**src/rtl/fft8_pkg.sv**
```systemverilog
// Shared definitions for the 8-point radix-2 DIT FFT sequencer: sizes, FSM states,
// writeback pipeline entry and the bit-reverse helper.
package fft8_pkg;

   localparam int unsigned N     = 8;
   localparam int unsigned LOG2N = 3;

   typedef enum logic [2:0] {
      S_IDLE,
      S_LOAD,
      S_ISSUE,
      S_WAIT,
      S_DRAIN
   } state_t;

   typedef struct packed {
      logic             vld;
      logic [LOG2N-1:0] a;
      logic [LOG2N-1:0] b;
   } wb_t;

   function automatic logic [LOG2N-1:0] bitrev3(input logic [LOG2N-1:0] x);
      return {x[0], x[1], x[2]};
   endfunction

endpackage

```
**src/rtl/fft8_addr_gen.sv**
```systemverilog
// Butterfly address generator: maps (stage, butterfly index) to the operand pair
// and twiddle exponent of an in-place 8-point DIT FFT.
module fft8_addr_gen
   import fft8_pkg::*;
(
   input  logic [1:0]       stage,
   input  logic [1:0]       k,
   output logic [LOG2N-1:0] a,
   output logic [LOG2N-1:0] b,
   output logic [1:0]       tw
);

   logic [LOG2N-1:0] span;
   logic [LOG2N-1:0] grp;
   logic [LOG2N-1:0] pos;

   always_comb begin
      span = LOG2N'(1) << stage;
      grp  = LOG2N'(k) >> stage;
      pos  = LOG2N'(k) & (span - LOG2N'(1));
      a    = ((grp << stage) << 1) + pos;
      b    = a + span;
      tw   = 2'(pos << (2'd2 - stage));
   end

endmodule

```
**src/rtl/fft8_sequencer.sv**
```systemverilog
// Control sequencer for an 8-point FFT: loads samples bit-reversed, runs 3x4 butterflies
// through one shared unit with a stage hazard guard, then drains results in natural order.
module fft8_sequencer
   import fft8_pkg::*;
#(
   parameter int unsigned BF_LAT = 2
) (
   input  logic             clk,
   input  logic             rst,
   input  logic             start,
   output logic             busy,
   output logic             done,
   input  logic             ld_valid,
   output logic             ld_ready,
   output logic             ld_wr_en,
   output logic [LOG2N-1:0] ld_wr_addr,
   output logic             bf_issue,
   output logic [LOG2N-1:0] bf_addr_a,
   output logic [LOG2N-1:0] bf_addr_b,
   output logic [1:0]       bf_tw_idx,
   output logic             bf_wb_en,
   output logic [LOG2N-1:0] bf_wb_addr_a,
   output logic [LOG2N-1:0] bf_wb_addr_b,
   output logic             out_valid,
   input  logic             out_ready,
   output logic [LOG2N-1:0] out_rd_addr,
   output logic             out_last
);

   localparam int unsigned CNT_W  = LOG2N;
   localparam int unsigned WAIT_W = 4;

   state_t            state;
   logic [CNT_W-1:0]  cnt;
   logic [1:0]        stage;
   logic [1:0]        bf;
   logic [WAIT_W-1:0] wait_cnt;
   wb_t               wb_q [BF_LAT];

   logic [LOG2N-1:0]  ag_a;
   logic [LOG2N-1:0]  ag_b;
   logic [1:0]        ag_tw;

   fft8_addr_gen u_addr_gen (
      .stage (stage),
      .k     (bf),
      .a     (ag_a),
      .b     (ag_b),
      .tw    (ag_tw)
   );

   // Output decode; everything is gated by state so idle outputs read as zero.
   assign busy         = (state != S_IDLE);
   assign ld_ready     = (state == S_LOAD);
   assign ld_wr_en     = ld_valid & ld_ready;
   assign ld_wr_addr   = ld_ready ? bitrev3(cnt) : '0;
   assign bf_issue     = (state == S_ISSUE);
   assign bf_addr_a    = bf_issue ? ag_a : '0;
   assign bf_addr_b    = bf_issue ? ag_b : '0;
   assign bf_tw_idx    = bf_issue ? ag_tw : '0;
   assign bf_wb_en     = wb_q[BF_LAT-1].vld;
   assign bf_wb_addr_a = wb_q[BF_LAT-1].a;
   assign bf_wb_addr_b = wb_q[BF_LAT-1].b;
   assign out_valid    = (state == S_DRAIN);
   assign out_rd_addr  = out_valid ? cnt : '0;
   assign out_last     = out_valid & (cnt == CNT_W'(N-1));

   always_ff @(posedge clk) begin
      if (rst) begin
         state    <= S_IDLE;
         cnt      <= '0;
         stage    <= '0;
         bf       <= '0;
         wait_cnt <= '0;
         done     <= 1'b0;
         for (int i = 0; i < int'(BF_LAT); i++) wb_q[i] <= '0;
      end else begin
         done <= 1'b0;

         // Writeback pipe mirrors the butterfly latency so results land on the right words.
         wb_q[0].vld <= bf_issue;
         wb_q[0].a   <= bf_addr_a;
         wb_q[0].b   <= bf_addr_b;
         for (int i = 1; i < int'(BF_LAT); i++) wb_q[i] <= wb_q[i-1];

         unique case (state)
            S_IDLE: begin
               if (start) begin
                  state <= S_LOAD;
                  cnt   <= '0;
               end
            end
            S_LOAD: begin
               if (ld_valid) begin
                  cnt <= cnt + CNT_W'(1);
                  if (cnt == CNT_W'(N-1)) begin
                     state <= S_ISSUE;
                     stage <= '0;
                     bf    <= '0;
                  end
               end
            end
            S_ISSUE: begin
               bf <= bf + 2'd1;
               if (bf == 2'd3) begin
                  state    <= S_WAIT;
                  wait_cnt <= '0;
               end
            end
            // Hold off the next stage until the last writeback of this one has landed.
            S_WAIT: begin
               wait_cnt <= wait_cnt + WAIT_W'(1);
               if (wait_cnt == WAIT_W'(BF_LAT-1)) begin
                  if (stage == 2'd2) begin
                     state <= S_DRAIN;
                     cnt   <= '0;
                  end else begin
                     state <= S_ISSUE;
                     stage <= stage + 2'd1;
                     bf    <= '0;
                  end
               end
            end
            S_DRAIN: begin
               if (out_ready) begin
                  cnt <= cnt + CNT_W'(1);
                  if (cnt == CNT_W'(N-1)) begin
                     state <= S_IDLE;
                     done  <= 1'b1;
                  end
               end
            end
            default: state <= S_IDLE;
         endcase
      end
   end

endmodule

```
**config.mk**
```make
export PLATFORM = sky130hd
export DESIGN_NAME = fft8_sequencer
export DESIGN_NICKNAME = d
export VERILOG_FILES = /design/src/rtl/fft8_pkg.sv /design/src/rtl/fft8_addr_gen.sv /design/src/rtl/fft8_sequencer.sv
export SDC_FILE = /design/constraint.sdc
export NUM_CORES = 1
export LEC_CHECK = 0
export ABC_AREA = 0
export CAP_MARGIN = 20
export CORE_MARGIN = 3
export CORE_UTILIZATION = 42
export DETAILED_ROUTE_END_ITERATION = 16
export GPL_TIMING_DRIVEN = 0
export PLACE_DENSITY = 0.76
export SLEW_MARGIN = 20
export SYNTH_ARGS = -nofsm -noshare
export SYNTH_HDL_FRONTEND = slang
export SYNTH_SLANG_ARGS = --single-unit
```
**constraint.sdc**
```tcl
create_clock -name clk -period 2.6 [get_ports clk]
set_clock_uncertainty 0.2 [all_clocks]
set_input_delay 0.39 -clock clk [delete_from_list [all_inputs] [get_ports clk]]
set_output_delay 0.39 -clock clk [all_outputs]
set_load 0.01 [all_outputs]
```
**Yosys cells after proc, flatten, opt, wreduce, memory -nomap -nowiden**

Memory sizes are Yosys's and may differ from the RTL's.
Index checks and enable logic that the tools add are counted.

- Input port bits: 5
- Logic and storage cells: 95
- Register bits after elaboration: 15
- Output and inout bits: 28
- Memories: 1
- RAM bits: 14

Memories:

| memory | depth | width | read ports | clocked after memory_dff | write ports | RTL line | text |
|---|---|---|---|---|---|---|---|
| wb_q | 2 | 7 | 2 | 0 | 2 | fft8_sequencer.sv:38 | `wb_t wb_q [BF_LAT];` |

- Add/subtract/negate cells: 8
- Muxes and demuxes: 38
- Equality and inequality tests: 17
- Bitwise operators: 9
- Shifts and indexed selects: 4
- Reduce and logical (&&, ||, !) cells: 12

Operators with widths:

| operator | number |
|---|---|
| $mux W3 | 19 |
| $pmux W3 S5 | 1 |
| $mux W2 | 7 |
| $pmux W3 S4 | 1 |
| $ne A2 B2 Y1 const B | 5 |
| $reduce_and A5 Y1 | 2 |
| $ne A2 B1 Y1 const B | 4 |
| $pmux W4 S2 | 1 |
| $mux W7 | 1 |
| $reduce_and A7 Y1 | 1 |
| $add A3 B3 Y3 | 2 |
| $eq A3 B2 Y1 const B | 2 |
| $eq A3 B3 Y1 const B | 2 |
| $pmux W2 S3 | 1 |
| $reduce_and A6 Y1 | 1 |
| $reduce_bool A3 Y1 | 2 |
| $shl A3 B2 Y2 | 2 |
| $mux W1 | 5 |
| $add A2 B1 Y2 const B | 2 |
| $add A4 B1 Y4 const B | 1 |
| $eq A2 B2 Y1 const B | 2 |
| $eq A4 B1 Y1 const B | 1 |
| $mux W4 | 1 |
| $or A1 B1 Y1 | 4 |
| 15 further kinds | 18 |

**Longest topological paths before layout**

Gate-level depths: netlist of run 1.

- Depth in word-level cells: 7
- Mapped depth: 7
- Mapped depth without buffers: 7

**Hierarchy**

A second synthesis of run 1 with hierarchy kept.

- Cells, all modules: 184
- Area, all modules: 1696.6 um^2

Modules (own cells, without submodules):

| module | seq. area each (um^2) | times used | cells each | area an instance (um^2) |
|---|---|---|---|---|
| fft8_sequencer | 580.6 | 1 | 164 | 1501.4 |
| fft8_addr_gen | 0.0 | 1 | 20 | 195.2 |

**Worst setup path after synthesis of run 1**

Ideal clock, no wire load.

- Path kind: register to output
- From: reg stage[0]
- To: out bf_addr_b[1]
- Cell stages (with the launch flop): 8
- Slack: 0.458 ns
- Buffers on the path: 0
- Arrival time: 1.552 ns
- Path through: dfxtp_1 inv_1 ha_1 xnor2_1 and2_1 ha_1 xnor2_1 nor2_1

- Word-level cells in the longest chain between the ends: 6
- Elaborated cells on any way between the ends: 8
- Those cells by class: 3 x add/sub; 3 x shift; 1 x mux; 1 x bitwise

Ends and longest elaborated chain:

| element | RTL line | text |
|---|---|---|
| start: declaration | fft8_sequencer.sv:35 | `logic [1:0] stage;` |
| start signal: assignment | fft8_sequencer.sv:119 | `stage <= stage + 2'd1;` |
| $shl A1 B2 Y3 | fft8_addr_gen.sv:18 | `span = LOG2N'(1) << stage;` |
| $sub A3 B1 Y3 | fft8_addr_gen.sv:20 | `pos = LOG2N'(k) & (span - LOG2N'(1));` |
| $and A2 B3 Y3 | fft8_addr_gen.sv:20 |  |
| $add A3 B3 Y3 | fft8_addr_gen.sv:21 | `a = ((grp << stage) << 1) + pos;` |
| $add A3 B3 Y3 (*) | fft8_addr_gen.sv:22 | `b = a + span;` |
| $mux W3 (*) | fft8_sequencer.sv:59 | `assign bf_addr_b = bf_issue ? ag_b : '0;` |
| end: declaration | fft8_sequencer.sv:19 | `output logic [LOG2N-1:0] bf_addr_b,` |

Mark *: on every way between the ends. The rest lies on a longest branch, timed or not.

**Worst setup path after layout of run 1**

- From: reg state[1]
- To: out out_rd_addr[1]

- Word-level cells in the longest chain between the ends: 2

Ends and longest elaborated chain:

| element | RTL line | text |
|---|---|---|
| start: declaration | fft8_sequencer.sv:33 | `state_t state;` |
| start signal: assignment | fft8_sequencer.sv:70 | `state <= S_IDLE;` |
| start signal: assignment | fft8_sequencer.sv:89 | `state <= S_LOAD;` |
| start signal: assignment | fft8_sequencer.sv:97 | `state <= S_ISSUE;` |
| $eq A3 B3 Y1 | fft8_sequencer.sv:64 | `assign out_valid = (state == S_DRAIN);` |
| $mux W3 | fft8_sequencer.sv:65 | `assign out_rd_addr = out_valid ? cnt : '0;` |
| end: declaration | fft8_sequencer.sv:26 | `output logic [LOG2N-1:0] out_rd_addr,` |

Every way passes these cells.

==> results of run 1 <==
[placed cells by master, fill, tap and decap left out, drive strengths merged, types with 2 or more instances in the layout]
master | synthesis | layout
o21ai | 7 | 7
clkdlybuf4s50 | 0 | 23
and2 | 8 | 8
or3 | 2 | 2
buf | 9 | 9
nand2b | 7 | 7
a21oi | 12 | 12
dfxtp | 29 | 29
dlymetal6s2s | 0 | 4
or4b | 2 | 2
clkinv | 0 | 2
nand2 | 15 | 15
or4 | 3 | 3
inv | 8 | 8
xnor2 | 4 | 4
clkbuf | 5 | 11
o21bai | 2 | 2
and3 | 5 | 5
dlygate4sd2 | 0 | 2
nor3 | 8 | 8
nor2 | 18 | 18
nor3b | 3 | 3
ha | 9 | 9
nor2b | 10 | 10
mux2i | 4 | 4
[per-stage QoR]
step	std cells	instance area, um2	setup TNS [ps]
floorplan	182	1515	0
global placement	260	1893	-144.2
detailed placement	260	1893	-176.8
CTS	267	1982	0
global route	267	1996	0
finish	267	1996	0
[power groups by stage]
stage	clock, mW	sequential (mW)	combinational [mW]
5_1_grt	0.295	0.516	0.427
3_5_place_dp	0	0.518	0.368
4_1_cts	0.274	0.508	0.384
6_report	0.268	0.511	0.382
3_3_place_gp	0	0.517	0.365
2_1_floorplan	0	0.508	0.250
[sequential cells by signal, indices dropped and copies added (netlist names)]
name	cells
wb_q	14
wait_cnt	4
cnt	3
state	3
bf	2
stage	2
done	1
[layout make-up]
| type | count | area, um2 | share of cell area, % |
|---|---|---|---|
| clock inverters | 3 | 17.52 | 0.8777 |
| flip-flops and latches | 29 | 586.8 | 29.40 |
| clock buffers | 5 | 37.54 | 1.881 |
| plain buffers | 13 | 77.57 | 3.887 |
| multi-input cells | 131 | 870.8 | 43.64 |
| well taps | 46 | 57.56 | 2.884 |
| repair buffers | 32 | 317.8 | 15.92 |
| inverters | 8 | 30.03 | 1.505 |
[kinds of logic (layout without fill, tap and decap cells)]
logic type,count (synthesis),after routing,share of synthesized area (%)
AO/OA/AOI/OAI,27,27,10.41
XOR/XNOR,4,4,2.312
adder cells (fa/ha/maj),9,9,7.432
buffers and inverters,22,61,7.350
flip-flops,29,29,38.32
multiplexers,4,4,2.643
AND/OR/NAND/NOR,87,87,31.54
[cell usage after synthesis, drive strengths merged, types with 2 or more instances]
| cell | count | area (um2) |
|---|---|---|
| ha | 9 | 112.6 |
| o21ai | 7 | 35.03 |
| nand2b | 7 | 43.79 |
| mux2i | 4 | 40.04 |
| nand2 | 15 | 56.30 |
| inv | 8 | 30.03 |
| or3 | 2 | 12.51 |
| xnor2 | 4 | 35.03 |
| or4b | 2 | 20.02 |
| and3 | 5 | 31.28 |
| nor2b | 10 | 62.56 |
| nor3 | 8 | 40.04 |
| and2 | 8 | 50.05 |
| dfxtp | 29 | 580.6 |
| o21bai | 2 | 15.01 |
| nor3b | 3 | 22.52 |
| or4 | 3 | 22.52 |
| buf | 9 | 62.56 |
| a21oi | 12 | 60.06 |
| clkbuf | 5 | 18.77 |
| nor2 | 18 | 67.56 |
[worst paths after layout]
kind / startpoint / endpoint / slack, ps / cells after the start
max: state[1]$_SDFFE_PP0P_ / out_rd_addr[1] / 100 / 4
min: wb_q[0][2]$_SDFF_PP0_ / wb_q[0][9]$_SDFF_PP0_ / 240 / 1
max reg2reg: wait_cnt[0]$_SDFFE_PP0P_ / state[2]$_SDFFE_PP0P_ / 390 / 5
min reg2reg: wb_q[0][2]$_SDFF_PP0_ / wb_q[0][9]$_SDFF_PP0_ / 240 / 1
[routing by layer]
layer | track usage, % | vias to the layer above | share of wire, %
met3 | 3.571 | 8 | 3.2
li1 | - | 690 | -
met1 | 21.38 | 601 | 47
met5 | 0 | - | 0
met4 | 7.614 | 0 | 2.3
met2 | 24.91 | 20 | 47
[what timing repair did]
action,CTS,global route
gates resized for setup,19,11
endpoints found under the hold margin,0,0
endpoints found under the setup margin,13,13
==> metrics.yaml, run 1 <==
cts:
  cts_tree: "yes"
  clock-sinks: 29
  cts-buffers-inserted: 5
  path_clk_slew_ps: 100
  cts_buffer_depth: 2
  clk_latency_ps: 330
  cts_setup_buffers: 0
  cts_root_buf: "clkbuf_4"
  cts_max_level: 2
  cts_hold_buf: 0
detailed_routing:
  post_drt_wl_per_cell_um: 11.58
  drt_iter0_drc: 40
  drtAntennaViolNets: 0
  wl_mm: 3.091
  viasPerCell: 4.940
  drc: 0
  vias: 1319
  drt_first_pass_iters: 4
worst_setup_path:
  cpPeakStageDelay_ps: 540
  startpoint_type: "flop"
  worstPathCellList: "or3b_4, inv_2, and2_1, clkdlybuf4s50_1"
  crit_family: "buffers and inverters"
  critical_path_class: "flop to output port"
  endpoint_kind: "output port"
  crit_fanout: 8
  crit_slowest_cell: "clkdlybuf4s50_1"
  cp.arrival_ps: 1910
  worst-path-buf-inv: 2
  required_ps: 2010
yosys:
  ys_types: 35
  synthCells: 182
  syn_nets: 196
  synth_edf_count: 0
  synth_seq_area_share_pct: 38.32
  synth_ff_type: "dfxtp_1"
  ys_seq_elements: 29
  synth_area_um2: 1515
  yosysWarnings: 0
  syn_area_per_cell_um2: 8.325
  async_flop_share_pct: 0
pwr:
  clkPwrFrac_pct: 23.1
  switchingPower_mw: 0.4066
  combPwrFrac_pct: 32.9
  p_seq_share_pct: 44.0
  intPower_mw: 0.7543
  power_mw: 1.161
  swShare_pct: 35.02
  p_leak_nw: 0.8709
  vdd_ir_drop_max_v: 0.0003578
  p_per_area_nw_per_um2: 581.7
global_routing:
  grt_pass1_vias: 1205
  grt_overflow_total: 0
  grt_first_pass_wirelength_mm: 5.402
  track_usage_pct: 16.17
  grt_start_max_net_pins: 20
  grt_antenna_before_repair: 0
timing:
  rsz0062_at_grt: "no"
  fmax_mhz: 399.5
  setup_violations: 0
  worst_hold_slack_ps: 240.9
  finalHoldViolCount: 0
  finalCriticalPeriod_ps: 2503
  worst-slew-pin-transition_ps: 500.6
  slew_violations: 0
  min_period_over_period_pct: 96.27
  slew-limit-headroom_pct: 66.55
  setup_slack_ps: 97.02
final_layout:
  syn_to_final_growth_pct: 31.71
  fin_nets: 234
  final_core_util_pct: 58.42
  fillCellCount: 323
  final_layout_size_suffix_gt1_share_pct: 16.29
  n_antenna_cell: 0
min_path:
  hold_path.class: "flop to flop"
floorplanning:
  rows: 21
  core_area_um2: 3416
  die_w_um: 66.07
  dieArea_um2: 4365
  die_h_um: 66.07
  start_util_pct: 44.36
  ios: 33
run:
  maxCapViolations: 0
placed_design:
  post-place-ws_ps: -158.6
  hpwl_mm: 2.335
  port_buffers: 32
  gp_congestion: 0.8275
status:
  outcome: "complete, no violations"
(Power assumes the default switching activity.)
==> run 2, diff against run 1 <==
- CTS_CLUSTER_DIAMETER: default -> 100
==> results of run 2 <==
The final DEF is identical to that of run 1; final timing and power are the same.
==> run 3, diff against run 2 <==
- CTS_BUF_LIST: default -> sky130_fd_sc_hd__clkbuf_16
==> run 3 against run 2 <==
Against the previous run: non-clock buffer count stayed put; setup slack better by 24 ps; die area unchanged; largest cell class unchanged; clock power is 100% higher; critical endpoint unchanged; sequential cell count stayed put; first-iteration DRC count grew 65%; clock-buffer cell count is the same; cell area grew 3.7%; final cell count did not move; total power is 25% higher.
==> metrics.yaml, run 3 (synthesis gave the netlist of run 1 again) <==
worst_setup_path:
  rr_startpoint: "wait_cnt[0]$_SDFFE_PP0P_"
  cp.arrival_ps: 1890  # -20 ps
  crit_fanout: 8  # unchanged
  critical_path_class: "flop to output port"
  required_ps: 2010  # about the same
  startpoint_type: "flop"
  crit_path_start: "state[1]$_SDFFE_PP0P_"
  regToRegSetupSlack_ps: 400  # about the same
  critPathCapture: "out_rd_addr[1]"
  endpoint_kind: "output port"
  r2r_cells: 5  # unchanged
  rr_endpoint: "state[2]$_SDFFE_PP0P_"
run:
  maxCapViolations: 0  # unchanged
global_routing:
  grt_first_pass_wirelength_mm: 5.671  # +5.0%
  grt_start_max_net_pins: 11  # -45%
  track_usage_pct: 17.20  # +1.0 points
  grt_pass1_vias: 1238  # +2.7%
  grt_overflow_total: 0  # unchanged
  grt_antenna_before_repair: 0  # unchanged
final_layout:
  n_antenna_cell: 0  # unchanged
  syn_to_final_growth_pct: 36.58
  final-seq-area_um2: 583.1  # -0.64%
  top_regs: "wb_q (14), wait_cnt (4)"
  fillCellCount: 308  # -4.6%
  fin_nets: 234  # unchanged
  registers.top_by_ff_count: "wb_q"
  largest_reg_flops: 14  # unchanged
  multiInputGateArea_um2: 868.3  # -0.29%
  final_core_util_pct: 60.59  # +2.2 points
  mostFrequentLayoutCells: "27 x dfxtp_1, 27 x clkdlybuf4s50_1, 18 x nor2_1"
  final_layout_size_suffix_gt1_share_pct: 14.93  # -1.4 points
cts:
  clock-sinks: 29  # unchanged
  cts_buffer_depth: 2  # unchanged
  cts_hold_buf: 0  # unchanged
  clk_latency_ps: 270  # -60 ps
  cts_max_level: 2  # unchanged
  cts_root_buf: "clkbuf_16"
  cts_tree: "yes"
  cts-buffers-inserted: 5  # unchanged
  path_clk_slew_ps: 50  # -50 ps
detailed_routing:
  drc: 0  # unchanged
  post_drt_wl_per_cell_um: 12.29  # +6.1%
  drt_first_pass_iters: 4  # unchanged
  vias: 1330  # +0.83%
  viasPerCell: 4.981  # +0.83%
  drtAntennaViolNets: 0  # unchanged
  drt_iter0_drc: 66  # +65%
  wl_mm: 3.281  # +6.1%
pwr:
  p_per_area_nw_per_um2: 699.0  # +20%
  p_leak_nw: 0.8425  # -3.3%
  vdd_ir_drop_max_v: 0.0005486  # +53%
timing:
  slew_violations: 0  # unchanged
  slew-limit-headroom_pct: 67.65  # +1.1 points
  finalCriticalPeriod_ps: 2479  # -24.26 ps
  finalHoldViolCount: 0  # unchanged
  final.setup.tns_ps: 0  # unchanged
  setup_violations: 0  # unchanged
  worst-slew-pin-transition_ps: 485.3  # -15.32 ps
  fmax_mhz: 403.4  # +0.98%
  min_period_over_period_pct: 95.34  # -0.93 points
  rsz0062_at_grt: "no"
floorplanning:
  ios: 33  # unchanged
  rows: 21  # unchanged
  core_area_um2: 3416  # unchanged
  die_h_um: 66.07  # unchanged
  start_util_pct: 44.36  # unchanged
  die_w_um: 66.07  # unchanged
  dieArea_um2: 4365  # unchanged
status:
  outcome: "complete, no violations"
placed_design:
  gp_congestion: 0.8275  # unchanged
  port_buffers: 32  # unchanged
  hpwl_mm: 2.335  # unchanged
min_path:
  hold_path.class: "flop to flop"
  whs_path_depth: 1  # unchanged
-- run 3: repair_timing --
item                                    in CTS  in global routing
buffers inserted                             0                  0
endpoints found under the setup margin       6                  6
pin swaps                                    0                  0
resized for setup                           16                  4
-- run 3: per-stage QoR --
| stage | hold WS [ps] | setup WS (ps) | total power, mW | cells | cell area [um2] |
|---|---|---|---|---|---|
| finish | 230.9 | 121.3 | 1.447 | 267 | 2069 |
| global route | 256.5 | 35.31 | 1.532 | 267 | 2069 |
| CTS | 233.4 | 32.33 | 1.455 | 268 | 2067 |
| detailed placement | 221.8 | -158.6 | 0.8859 | 260 | 1893 |
| global placement | 223.3 | -144.2 | 0.8820 | 260 | 1893 |
| floorplan | 213.8 | 458.4 | 0.7576 | 182 | 1515 |
-- run 3: where the power goes --
| group | internal, mW | leakage, nW | total (mW) | switching [mW] |
|---|---|---|---|---|
| registers | 0.475 | 0.235 | 0.512 | 0.0372 |
| clock network | 0.350 | 0.0696 | 0.549 | 0.199 |
| logic | 0.181 | 0.538 | 0.386 | 0.205 |
| total | 1.01 | 0.842 | 1.45 | 0.441 |
-- run 3: final cells by class --
cell class / instances / area share [%]
Buffer: 13 / 3.748
Clock buffer: 5 / 6.046
Clock inverter: 3 / 0.8464
Inverter: 8 / 1.451
Multi-Input combinational cell: 131 / 41.96
Sequential cell: 29 / 28.17
Tap cell: 46 / 2.781
Timing Repair Buffer: 32 / 14.99
-- run 3: how the worst min path moves through the flow --
stage	start	end	slack [ps]
2_1_floorplan	wb_q[0][3]$_SDFF_PP0_	wb_q[0][10]$_SDFF_PP0_	210
3_3_place_gp	wb_q[0][1]$_SDFF_PP0_	wb_q[0][8]$_SDFF_PP0_	220
3_5_place_dp	wb_q[0][2]$_SDFF_PP0_	wb_q[0][9]$_SDFF_PP0_	220
4_1_cts	wb_q[0][2]$_SDFF_PP0_	wb_q[0][9]$_SDFF_PP0_	230
5_1_grt	wb_q[0][3]$_SDFF_PP0_	wb_q[0][10]$_SDFF_PP0_	260
6_report	wb_q[0][2]$_SDFF_PP0_	wb_q[0][9]$_SDFF_PP0_	230
-- run 3: worst max-delay path, cell delays in order, from the launching register on --
cell and delay (ps):
dfxtp_1 390, or3b_4 450, inv_2 110, and2_1 130
clkdlybuf4s50_1 540
-- run 3: routing by layer --
metal / global-route usage, % / share of wire (%) / vias up
li1: - / - / 686
met1: 22.09 / 47 / 620
met2: 27.28 / 48 / 18
met3: 5.102 / 3.2 / 6
met4: 6.091 / 1.7 / 0
met5: 0 / 0 / -
